<file path="src/rtl/panel_input.sv">
// rtl/panel_input.sv - front-panel button/switch conditioner (optional macro PANEL_AUTOREPEAT_EN)

// Per-button debouncer: accepts a level change after DEBOUNCE_CYCLES stable cycles
module panel_debounce #(
   parameter int DEBOUNCE_CYCLES = 1000000,
   parameter int CNT_W           = 20
) (
   input  logic       clk,
   input  logic       rst,
   input  logic       din,
   output logic       req,
   output logic [1:0] phase
);
   typedef enum logic [1:0] {IDLE, PRESS_WAIT, HELD, RELEASE_WAIT} state_t;

   localparam logic [CNT_W-1:0] LAST = CNT_W'(DEBOUNCE_CYCLES - 1);

   state_t           state, state_nx;
   logic [CNT_W-1:0] cnt, cnt_nx;

   // state and counter registers
   always_ff @(posedge clk or posedge rst) begin
      if (rst) begin
         state <= IDLE;
         cnt   <= '0;
      end else begin
         state <= state_nx;
         cnt   <= cnt_nx;
      end
   end

   // next-state: a full run of stable samples is needed to cross in either direction
   always_comb begin
      state_nx = state;
      cnt_nx   = cnt;
      req      = 1'b0;
      case (state)
         IDLE: begin
            if (din) begin
               state_nx = PRESS_WAIT;
               cnt_nx   = '0;
            end
         end
         PRESS_WAIT: begin
            if (!din) begin
               state_nx = IDLE;
            end else if (cnt == LAST) begin
               state_nx = HELD;
               req      = 1'b1;
            end else begin
               cnt_nx = cnt + 1'b1;
            end
         end
         HELD: begin
            if (!din) begin
               state_nx = RELEASE_WAIT;
               cnt_nx   = '0;
            end
         end
         RELEASE_WAIT: begin
            if (din) begin
               state_nx = HELD;
            end else if (cnt == LAST) begin
               state_nx = IDLE;
            end else begin
               cnt_nx = cnt + 1'b1;
            end
         end
         default: state_nx = IDLE;
      endcase
   end

   assign phase = state;
endmodule

module panel_input #(
   parameter int DEBOUNCE_CYCLES = 1000000,
   parameter int CNT_W           = 20,
   parameter int REPEAT_DELAY    = 25000000,
   parameter int REPEAT_PERIOD   = 5000000
) (
   input  logic       clk,
   input  logic       rst,
   input  logic       btn_next,
   input  logic       btn_run,
   input  logic       btn_speedrun,
   input  logic       btn_stop,
   input  logic [7:0] sw_value,
   input  logic       sw_mode,
   output logic       NEXT,
   output logic       RUN,
   output logic       SPEEDRUN,
   output logic       ENABLE,
   output logic [7:0] value,
   output logic       mode,
   output logic       busy
);
   // phase encodings exported by panel_debounce (its enum order)
   localparam logic [1:0] PH_IDLE = 2'd0;

   logic [12:0] raw, sync1, sync2;
   logic [3:0]  req;
   logic [1:0]  phase [4];
   logic        rpt_req;
   logic        next_req;

   assign raw = {sw_mode, sw_value, btn_stop, btn_speedrun, btn_run, btn_next};

   // two-flop synchroniser on every raw input
   always_ff @(posedge clk or posedge rst) begin
      if (rst) begin
         sync1 <= '0;
         sync2 <= '0;
      end else begin
         sync1 <= raw;
         sync2 <= sync1;
      end
   end

   for (genvar i = 0; i < 4; i++) begin : g_btn
      panel_debounce #(
         .DEBOUNCE_CYCLES(DEBOUNCE_CYCLES),
         .CNT_W          (CNT_W)
      ) u_deb (
         .clk  (clk),
         .rst  (rst),
         .din  (sync2[i]),
         .req  (req[i]),
         .phase(phase[i])
      );
   end

`ifdef PANEL_AUTOREPEAT_EN
   localparam logic [1:0]       PH_HELD     = 2'd2;
   localparam logic [CNT_W-1:0] DELAY_LAST  = CNT_W'(REPEAT_DELAY - 1);
   localparam logic [CNT_W-1:0] PERIOD_LAST = CNT_W'(REPEAT_PERIOD - 1);

   logic [CNT_W-1:0] rpt_cnt;
   logic             rpt_first;
   logic             next_held;

   assign next_held = (phase[0] == PH_HELD);
   assign rpt_req   = next_held && (rpt_first ? (rpt_cnt == DELAY_LAST) : (rpt_cnt == PERIOD_LAST));

   // repeat timer: restarts whenever NEXT leaves HELD, long first gap then short period
   always_ff @(posedge clk or posedge rst) begin
      if (rst) begin
         rpt_cnt   <= '0;
         rpt_first <= 1'b1;
      end else if (!next_held) begin
         rpt_cnt   <= '0;
         rpt_first <= 1'b1;
      end else if (rpt_req) begin
         rpt_cnt   <= '0;
         rpt_first <= 1'b0;
      end else begin
         rpt_cnt <= rpt_cnt + 1'b1;
      end
   end
`else
   assign rpt_req = 1'b0;
`endif

   assign next_req = req[0] | rpt_req;

   // priority arbitration into registered single-cycle pulses; losers are dropped
   always_ff @(posedge clk or posedge rst) begin
      if (rst) begin
         NEXT     <= 1'b0;
         RUN      <= 1'b0;
         SPEEDRUN <= 1'b0;
         ENABLE   <= 1'b0;
      end else begin
         NEXT     <= next_req;
         RUN      <= !next_req && req[1];
         SPEEDRUN <= !next_req && !req[1] && req[2];
         ENABLE   <= !next_req && !req[1] && !req[2] && req[3];
      end
   end

   // busy flag and switch snapshot, frozen while any button is in flight
   always_ff @(posedge clk or posedge rst) begin
      if (rst) begin
         busy  <= 1'b0;
         value <= '0;
         mode  <= 1'b0;
      end else begin
         busy <= (phase[0] != PH_IDLE) || (phase[1] != PH_IDLE) ||
                 (phase[2] != PH_IDLE) || (phase[3] != PH_IDLE);
         if (!busy) begin
            value <= sync2[11:4];
            mode  <= sync2[12];
         end
      end
   end
endmodule

</file>
<file path="config.mk">
export PLATFORM = sky130hd
export DESIGN_NAME = panel_input
export DESIGN_NICKNAME = d
export VERILOG_FILES = /design/src/rtl/panel_input.sv
export SDC_FILE = /design/constraint.sdc
export NUM_CORES = 1
export LEC_CHECK = 0
export BUFFER_PORTS_ARGS = -buffer_cell sky130_fd_sc_hd__buf_4
export CAP_MARGIN = 30
export CORE_ASPECT_RATIO = 0.6
export CORE_UTILIZATION = 39
export DETAILED_ROUTE_END_ITERATION = 8
export PLACE_DENSITY = 0.58
export SLEW_MARGIN = 20
export SYNTH_ARGS = -nofsm -noshare
export SYNTH_HDL_FRONTEND = slang
export SYNTH_HIERARCHICAL = 1
export SYNTH_SLANG_ARGS = --single-unit
</file>
<file path="constraint.sdc">
create_clock -name clk -period 2 [get_ports clk]
set_input_delay 0.4 -clock clk [delete_from_list [all_inputs] [get_ports clk]]
set_output_delay 0.4 -clock clk [all_outputs]
set_load 0.05 [all_outputs]
</file>
==> results of run 1 <==
per-layer routing:
metal | wire (µm) | vias to the layer above | global-route usage, %
li1 | - | 2665 | -
met1 | 8350 | 2742 | 29.8
met2 | 7110 | 179 | 28.6
met3 | 933 | 16 | 4.14
met4 | 166 | 0 | 6.24
met5 | 0 | - | 0
final cells by class:
class	count	area share, %
Inverter	32	1.42
Tap cell	228	3.38
Timing Repair Buffer	130	11.7
Clock buffer	19	5.25
Sequential cell	128	38.0
Multi-Input combinational cell	464	38.1
Clock inverter	13	2.09
cell usage in the layout, fill, tap and decap left out, types with 5 or more instances in the layout:
master       n
a211o_1     16
a21oi_1     27
a31oi_1     12
a41oi_2      6
and3_1      16
and3_2      10
buf_4      126
clkbuf_16   17
dfrtp_1    125
inv_1       32
inv_6        5
mux2_4       9
nand2_1     88
nand2_2      5
nand3_1     24
nand3_2      5
nand4_1     16
nor2_1      15
nor3_1      10
nor4_1      11
nor4b_4      5
o21ai_0     51
o31ai_1     16
or3_1       21
or4_4        5
xnor2_1     12
worst paths after layout:
check | start | end | slack [ns]
hold reg to reg | sync1[2] | sync2[2] | 0.35
min in group asynchronous | rst | SPEEDRUN | 0.49
max in group asynchronous | rst | value[1] | 0.83
setup reg to reg | g_btn[1].u_deb/cnt[11] | g_btn[1].u_deb/cnt[4] | 0.007
hold / removal | sw_value[4] | sync1[8] | 0.09
setup / recovery | g_btn[1].u_deb/cnt[11] | g_btn[1].u_deb/cnt[4] | 0.007
metrics by stage:
| step | utilization (%) | hold WS (ns) | power, mW | TNS [ns] | std cells |
|---|---|---|---|---|---|
| 2_1_floorplan | - | 0.331 | 3.34 | -0.00156 | 652 |
| 3_3_place_gp | 46.2 | 0.331 | 3.61 | -0.156 | 976 |
| 3_5_place_dp | 46.2 | 0.335 | 3.63 | -0.616 | 976 |
| 4_1_cts | 50.5 | 0.0786 | 6.93 | 0 | 1010 |
| 5_1_grt | 51.7 | 0.0718 | 7.14 | -0.396 | 1014 |
| 6_report | 51.7 | 0.0943 | 6.87 | 0 | 1014 |
power groups by stage:
stage	Sequential, mW	Combinational (mW)	Clock (mW)
2_1_floorplan	3.01	0.323	0
3_3_place_gp	2.89	0.727	0
3_5_place_dp	2.89	0.741	0
4_1_cts	2.85	0.752	3.34
5_1_grt	2.87	0.831	3.44
6_report	2.85	0.766	3.26
flip-flops by register name, indices dropped and copies added, names as in the netlist, named ones only:
register and cells:
busy 1, g_btn.u_deb/cnt 80, mode 1, sync1 13
NEXT 1, RUN 1, SPEEDRUN 1, ENABLE 1
value 8, g_btn.u_deb/phase 4, sync2 13
worst max-delay path: stages, from the launching register on:
cell	delay [ns]
dfrtp_1	0.39
nor4b_2	0.27
buf_4	0.16
nand2_1	0.05
or4_4	0.57
buf_4	0.17
a31o_2	0.23
nand3_1	0.08
cells by family after synthesis:
kind of cell,Yosys count,synth area share [%]
and+or+nand+nor,265,23.2
AOI/OAI and AO/OA,164,16.5
DFF,128,48.9
buffers and inverters,61,5.60
xor gates and xnor gates,16,2.14
muxes,14,2.91
adders and majority gates,4,0.765
repair_timing:
item | CTS | global route
setup endpoints to repair | 18 | 24
cloned | 0 | 1
resized for setup | 11 | 37
pin swaps | 1 | 27
hold buffers | 1 | 0
buffers inserted | 1 | 3
hold endpoints to repair | 4 | 0
==> run_results.csv, run 1 <==
group,metric,value,unit
placed_design,place_hpwl,11400,µm
placed_design,placed_area,7530,µm²
power,vdd_drop_max,527,µV
floorplanning,start_util,40.1,%
synth,synth.net_count,671,
cts,cts_buffer_depth,2,
synth,avgSynthCellArea,10.0,µm²
layout,fillers,1455,
worst_setup_path,reg2regPathDepth,7,
floorplanning,die_area,17300,µm²
timing,tightest_slew,0.462,ns
timing,max_freq,502,MHz
layout,diodes,0,
global_route,track_usage,19.9,%
floorplanning,io-pin-count,29,
global_route,antenna_found_initial,0,
power,p_leak,3.78,nW
layout,register_area,3210,µm²
job,drv_cap,0,
detailed_routing,drcViolationCount,0,
detailed_routing,first_pass_iters,5,
synth,ys_ff_latch,128,
cts,cts_tree,"yes",
synth,synth_edf_count,0,
detailed_routing,drtAntennaViolNets,0,
cts,clkTransAtPathRegs,0.06,ns
detailed_routing,wire_per_inst,16.3,µm
cts,htreeDepth,4,
worst_setup_path,worstPathRequired,2.34,ns
layout,fin_nets,792,
timing,drv_slew,0,
floorplanning,fp.dieW,169,µm
timing,setup_viol,0,
worst_hold_path,hp-class,"primary input to flip-flop",
detailed_routing,wirelength,16600,µm
placed_design,routabilityCongestion,0.865,
layout,multi_input_comb_area,3210,µm²
placed_design,io_buffers,28,
timing,rsz0062_at_grt,"yes",
layout,final_cell_area,8430,µm²
synth,ys_warn_count,6,
floorplanning,coreArea,16300,µm²
power,power.switching,1.80,mW
synth,ys_seq_area_share,48.9,%
outcome,status,"complete, no violations",
detailed_routing,drt-vias-per-instance,5.52,
worst_hold_path,hold_path_depth,1,
floorplanning,fp.dieH,102,µm
power,p_sw_share,26.3,%
worst_setup_path,start_kind,"flip-flop",
power,internal_power,5.07,mW
power,power_density,815,nW/µm²
worst_setup_path,endpoint_kind,"flip-flop",
synth,synth.distinct_cells,48,
cts,root_buffer,"clkbuf_16",
timing,finalCritPeriodShare,99.6,%
floorplanning,rows,36,
worst_setup_path,worstSetupPathType,"flip-flop to flip-flop",
synth,synthFlopType,"dfrtp_1",
timing,layout_setup_ws,0.00731,ns
layout,area_growth,28.8,%
synth,synth_top_area_share,48.9,%
synth,ys_top_cells_by_count,"dfrtp_1, nand2_1, o21ai_0",
detailed_routing,vias,5602,
global_route,grt_max_degree,37,
timing,hold_viol,0,
detailed_routing,dr.first_iter.drc_count,386,
layout,final_layout_size_suffix_gt1_share,30.9,%
cts,cts_made_buffers,17,
global_route,grt_pass1_wl,27100,µm
synth,synth_most_common_cell,"dfrtp_1",
power,pwr-share-seq,41.5,%
timing,fin_skew,0.0105,ns
worst_setup_path,critPathMaxFanout,5,
synth,yosys.area.top_type,"dfrtp_1",
synth,syn_inst,652,
cts,clk_latency,0.41,ns
synth,async_reset_ff_share,100,%
power,power_frac_comb,11.1,%
power,pwr-share-clk,47.4,%
synth,synthTopCellsByArea,"dfrtp_1, nand2_1, o21ai_0",
placed_design,pre_cts_ws,-0.161,ns
global_route,grt_pass1_vias,5366,
synth,synth_area,6550,µm²
worst_setup_path,worstPathArrival,2.33,ns
global_route,grt.overflow.total,0,
timing,maxSlewHeadroom,69.0,%
cts,clkSinkCount,128,
timing,post-route-min-period,1.99,ns
Note: power is estimated with default switching activity, not from simulation.
==> run 2: changes to the inputs <==
--- a/config.mk
+++ b/config.mk
@@ -5,6 +5,7 @@
 export SDC_FILE = /design/constraint.sdc
 export NUM_CORES = 1
 export LEC_CHECK = 0
+export ABC_AREA = 1
 export BUFFER_PORTS_ARGS = -buffer_cell sky130_fd_sc_hd__buf_4
 export CAP_MARGIN = 30
 export CORE_ASPECT_RATIO = 0.6
==> run 2 against run 1 <==
Net effect:
- critical path depth did not move
- first-iteration DRC count decreased by 4.9%
- synthesized cell count grew 41%
- sequential power is 3% lower
- clock-buffer cell count up 4
- die area up 7.3%
- power down 7.8%
- area after synthesis rose by 7.5%
- combinational power down 38%
- global-route usage decreased by 2.2 points
- clock skew about the same
==> run_results.csv, run 2 <==
group,metric,value,unit
cts,clk_latency,0.42,ns
detailed_routing,wirelength,15100,µm
synth,synth-compound-area-share,5.25,%
synth,synthMuxAreaShare,0,%
worst_setup_path,worst-path-buf-inv,1,
power,p_leak,3.86,nW
placed_design,pre_cts_ws,0.244,ns
placed_design,place_hpwl,11000,µm
timing,hold_viol,0,
cts,clkSinkCount,128,
timing,setup_viol,0,
detailed_routing,drtAntennaViolNets,0,
layout,multi_input_comb_area,3230,µm²
layout,area_growth,14.8,%
synth,ys_ff_latch,128,
timing,post-route-min-period,1.76,ns
layout,diodes,0,
synth,synth_fa_ha_area_share,0.711,%
synth,synth_edf_count,0,
layout,final_cell_area,8080,µm²
layout,fillers,1768,
worst_setup_path,worstPathRequired,2.29,ns
cts,clkTransAtPathRegs,0.06,ns
synth,synth_top_area_share,45.5,%
cts,cts_resized,0,
cts,post-cts-setup-buffer-count,0,
placed_design,placed_area,7470,µm²
worst_setup_path,endpoint_kind,"flip-flop",
worst_setup_path,reg2regPathDepth,7,
job,drv_cap,0,
synth,synth-simple-area-share,36.4,%
floorplanning,start_util,40.4,%
synth,synth_most_common_cell,"nand2_1",
cts,cts_made_buffers,17,
synth,ys_seq_area_share,45.5,%
power,p_total,6.34,mW
floorplanning,coreArea,17400,µm²
placed_design,io_buffers,28,
floorplanning,fp.dieW,175,µm
outcome,status,"complete, no violations",
cts,root_buffer,"clkbuf_16",
global_route,grt_pass1_wl,25800,µm
floorplanning,io-pin-count,29,
synth,async_reset_ff_share,100,%
detailed_routing,first_pass_iters,4,
synth,ys_warn_count,6,
timing,layout_setup_ws,0.244,ns
worst_setup_path,path_depth,7,
detailed_routing,vias,5644,
synth,yosys.area.top_type,"dfrtp_1",
synth,syn_inst,920,
worst_setup_path,worstPathArrival,2.05,ns
worst_setup_path,cp_slowest_stage_delay,0.38,ns
timing,max_freq,569,MHz
global_route,antenna_found_initial,0,
worst_setup_path,crit_family,"simple AND/OR/NAND/NOR gates",
worst_setup_path,slowest_stage,"dfrtp_1",
worst_hold_path,hp-class,"primary input to flip-flop",
layout,largest_reg_flops,80,
global_route,grt.overflow.total,0,
synth,avgSynthCellArea,7.65,µm²
synth,synth.distinct_cells,29,
timing,fin_skew,0.0105,ns
placed_design,routabilityCongestion,0.847,
detailed_routing,drt-vias-per-instance,4.65,
synth,synthFlopType,"dfrtp_1",
timing,maxSlewHeadroom,67.3,%
worst_setup_path,cp_cell_sequence,"ha_1, nand3_1, nor2_1, nand3_2, nand2_4, buf_4, o21ai_0",
timing,drv_slew,0,
synth,synth_xor_area_share,3.49,%
worst_setup_path,critPathMaxFanout,18,
detailed_routing,wire_per_inst,12.4,µm
worst_setup_path,start_kind,"flip-flop",
floorplanning,rows,37,
layout,register_area,3200,µm²
worst_hold_path,hold_path_depth,1,
timing,tightest_slew,0.491,ns
synth,synthTopCellsByArea,"dfrtp_1, nand2_1, inv_1",
detailed_routing,drcViolationCount,0,
power,power_density,784,nW/µm²
timing,finalCritPeriodShare,87.8,%
synth,synth_area,7030,µm²
layout,final_layout_size_suffix_gt1_share,15.7,%
layout,layout_top_registers,"g_btn.u_deb/cnt x80, sync1 x13, sync2 x13",
floorplanning,fp.dieH,106,µm
cts,cts_tree,"yes",
cts,cts_buffer_depth,2,
power,vdd_drop_max,575,µV
worst_setup_path,worstSetupPathType,"flip-flop to flip-flop",
layout,final_cell_mix,"nand2_1, dfrtp_1, inv_1, nor2_1, nand3_1",
global_route,grt_pass1_vias,5034,
floorplanning,die_area,18600,µm²
global_route,track_usage,17.6,%
cts,htreeDepth,4,
synth,ys_top_cells_by_count,"nand2_1, dfrtp_1, inv_1",
synth,synth.net_count,939,
layout,largest_register,"g_btn.u_deb/cnt",
layout,fin_nets,987,
synth,synth_top_family_by_area,"simple AND/OR/NAND/NOR gates",
timing,rsz0062_at_grt,"no",
timing,fin_tns_setup,0,ns
detailed_routing,dr.first_iter.drc_count,367,
layout,final_common_cell,"nand2_1",
global_route,grt_max_degree,37,
-- run 2: cell count changes in the layout (fill, tap and decap cells not counted), sizes merged, moves of 12 or more --
cell   change
mux2      -13
and3      -28
xor2      +20
a21oi     -29
nand3     +35
a31oi     -12
a211o     -16
nand2    +254
nor2      +98
inv       +75
o31ai     -12
nor4      -15
buf       -87
or3       -21
-- run 2: cell families (layout without fill, tap and decap cells) --
family,Yosys count,after routing
and+or+nand+nor,577,577
buffers and inverters,126,187
xor gates and xnor gates,28,28
AOI/OAI and AO/OA,57,57
adders and majority gates,4,4
DFF,128,128
-- run 2: per-stage QoR --
stage / hold WS (ns) / utilization, % / instances
after floorplan: 0.331 / - / 920
final: 0.0849 / 46.4 / 1215
after CTS: 0.0663 / 46.4 / 1215
after global routing: 0.0607 / 46.4 / 1215
after detailed placement: 0.319 / 42.9 / 1182
after global placement: 0.314 / 42.9 / 1182
-- run 2: final timing paths --
kind / start / endpoint / slack, ns
max: g_btn[3].u_deb/cnt[0] / g_btn[3].u_deb/cnt[3] / 0.24
min: btn_next / sync1[0] / 0.08
max reg2reg: g_btn[3].u_deb/cnt[0] / g_btn[3].u_deb/cnt[3] / 0.24
min reg2reg: sync1[2] / sync2[2] / 0.35
max in group asynchronous: rst / mode / 0.88
min in group asynchronous: rst / sync2[2] / 0.44
-- run 2: final cells by class --
cell class / count / share of cell area (%)
inverter: 112 / 5.21
sequential: 128 / 39.7
timing repair buffer: 43 / 4.18
clock buffer: 23 / 6.04
multi-input combinational: 666 / 40.0
tap: 234 / 3.63
clock inverter: 9 / 1.32
-- run 2: timing repair --
| action | in CTS | in global routing |
|---|---|---|
| endpoints found under the setup margin | 0 | 0 |
| endpoints found under the hold margin | 4 | 0 |
| hold buffers | 1 | 0 |
-- run 2: per-layer routing --
layer  track usage, %  share of wire (%)  wire length [µm]  vias up
met5                0                  0                 0        -
met4             5.03                1.0               154        0
met3             3.97                4.0               602       16
met2             22.4                 37              5580       85
met1             28.7                 58              8730     2578
li1                 -                  -                 -     2965
-- run 2: report_power, final --
group | internal (mW) | switching [mW]
clock | 1.96 | 1.14
combinational | 0.146 | 0.332
sequential | 2.69 | 0.0690
==> run 3: changes to the inputs <==
--- a/config.mk
+++ b/config.mk
@@ -12,6 +12,7 @@
 export CORE_UTILIZATION = 39
 export DETAILED_ROUTE_END_ITERATION = 8
 export PLACE_DENSITY = 0.58
+export RECOVER_POWER = 50
 export SLEW_MARGIN = 20
 export SYNTH_ARGS = -nofsm -noshare
 export SYNTH_HDL_FRONTEND = slang
==> run 3 against run 2 <==
Net effect:
- global-route usage unchanged
- via count increased by 0.11%
- maximum frequency decreased by 0.73%
- register-to-register slack about the same
- non-clock buffer count unchanged
- highest routed layer unchanged
- die area unchanged
- clock power about the same
- final area decreased by 0.31%
- power decreased by 0.14%
- clock-buffer cell count unchanged
- combinational power decreased by 2%
- critical path type unchanged
==> run_results.csv, run 3 (synthesis gave the netlist of run 2 again) <==
group,metric,value,unit
outcome,status,"complete, no violations",
power,p_leak,3.85,nW
cts,cts_tree,"yes",
detailed_routing,drt-vias-per-instance,4.65,
worst_setup_path,worstPathRequired,2.29,ns
global_route,grt_pass1_vias,5034,
layout,utilization,46.3,%
worst_setup_path,worstPathArrival,2.06,ns
timing,setup_viol,0,
worst_setup_path,rrSetupSlack,0.23,ns
floorplanning,fp.dieW,175,µm
detailed_routing,drtAntennaViolNets,0,
layout,diodes,0,
cts,root_buffer,"clkbuf_16",
layout,stdcell_count,1215,
detailed_routing,met2_length,5560,µm
timing,tightest_slew,0.857,ns
floorplanning,die_area,18600,µm²
placed_design,routabilityCongestion,0.847,
timing,finalCritPeriodShare,88.5,%
layout,final_common_cell,"nand2_1",
timing,max_freq,565,MHz
power,vdd_drop_max,587,µV
timing,rsz0062_at_grt,"no",
global_route,grt.overflow.total,0,
detailed_routing,drcViolationCount,0,
detailed_routing,dr.first_iter.drc_count,353,
cts,htreeDepth,4,
floorplanning,start_util,40.4,%
cts,clkSinkCount,128,
cts,cts_resized,0,
layout,final_cell_mix,"nand2_1, dfrtp_1, inv_1, nor2_1, nand3_1",
timing,drv_slew,0,
worst_setup_path,worstSetupPathType,"flip-flop to flip-flop",
worst_setup_path,endpoint_kind,"flip-flop",
worst_setup_path,r2r-start,"g_btn[3].u_deb/cnt[0]",
detailed_routing,wirelength,15100,µm
cts,clk_latency,0.42,ns
placed_design,placed_cells,1182,
worst_hold_path,hp-class,"primary input to flip-flop",
cts,cts_buffer_depth,2,
worst_setup_path,reg2regPathDepth,7,
floorplanning,rows,37,
layout,final_cell_area,8050,µm²
job,drv_cap,0,
timing,whs,0.106,ns
layout,fin_nets,987,
detailed_routing,wire_per_inst,12.4,µm
power,p_total,6.33,mW
worst_setup_path,setup.worst_path.end,"g_btn[3].u_deb/cnt[3]",
layout,largest_reg_flops,80,
placed_design,placed_area,7470,µm²
floorplanning,io-pin-count,29,
detailed_routing,met1Wirelength,8740,µm
global_route,track_usage,17.6,%
layout,largest_register,"g_btn.u_deb/cnt",
layout,final_layout_size_suffix_gt1_share,15.2,%
placed_design,io_buffers,28,
floorplanning,fp.dieH,106,µm
detailed_routing,first_pass_iters,4,
timing,post-route-min-period,1.77,ns
floorplanning,coreArea,17400,µm²
layout,layout_top_registers,"g_btn.u_deb/cnt x80, sync1 x13, sync2 x13",
detailed_routing,vias,5650,
timing,maxSlewHeadroom,42.9,%
detailed_routing,top_layer,"met4",
power,power_density,786,nW/µm²
timing,layout_setup_ws,0.231,ns
cts,clkTransAtPathRegs,0.06,ns
cts,cts_made_buffers,17,
worst_setup_path,crit_start,"g_btn[3].u_deb/cnt[0]",
worst_setup_path,start_kind,"flip-flop",
timing,fin_skew,0.0111,ns
timing,hold_viol,0,
timing,fin_tns_setup,0,ns
layout,area_growth,14.5,%
detailed_routing,route.met3.wl,614,µm
worst_setup_path,r2r_end,"g_btn[3].u_deb/cnt[3]",
global_route,grt_pass1_wl,25800,µm
placed_design,place_hpwl,11000,µm
global_route,antenna_found_initial,0,
layout,fillers,1778,
placed_design,pre_cts_ws,0.244,ns
worst_setup_path,critPathMaxFanout,18,
global_route,grt_max_degree,37,
[run 3: changes by cell type in the layout (fill, tap and decap cells not counted), sizes merged]
| cell | previous run | this run |
|---|---|---|
| buf | 42 | 23 |
| clkbuf | 23 | 42 |
[run 3: worst min-delay path by stage]
stage / startpoint / to / slack [ns] / depth (start not counted)
2_1_floorplan: sync1[0] / sync2[0] / 0.33 / 0
3_3_place_gp: rst / sync2[2] / 0.31 / 2
3_5_place_dp: rst / sync2[2] / 0.32 / 2
4_1_cts: btn_next / sync1[0] / 0.07 / 1
5_1_grt: btn_next / sync1[0] / 0.08 / 1
6_report: btn_next / sync1[0] / 0.11 / 1
[run 3: timing repair]
item	in CTS	in global routing
hold endpoints to repair	4	0
hold buffers	1	0
setup buffers	0	0
[run 3: layout make-up]
class                      instances  area (µm²)  share of cell area [%]
tap                              234         293                    3.64
timing repair buffer              43         317                    3.93
inverter                         112         420                    5.22
multi-input combinational        666        3220                    40.0
sequential                       128        3200                    39.8
clock inverter                     9         106                    1.32
clock buffer                      23         488                    6.06
[run 3: where the power goes]
group          switching, mW  leakage, nW  internal [mW]
Sequential            0.0688         1.69           2.69
Combinational          0.330         1.86          0.138
Clock                   1.14        0.297           1.96
Total                   1.54         3.85           4.79
[run 3: critical path, stage by stage, from the launching register on]
cell and delay [ns]:
dfrtp_1 0.38, ha_1 0.20, nand3_1 0.16, nor2_1 0.24
nand3_2 0.14, nand2_4 0.22, buf_4 0.22, o21ai_0 0.09
[run 3: per-layer routing]
layer  global-route usage (%)  vias to the layer above
li1                         -                     2964
met5                        0                        -
met2                     22.4                       85
met4                     5.03                        0
met1                     28.7                     2585
met3                     3.97                       16
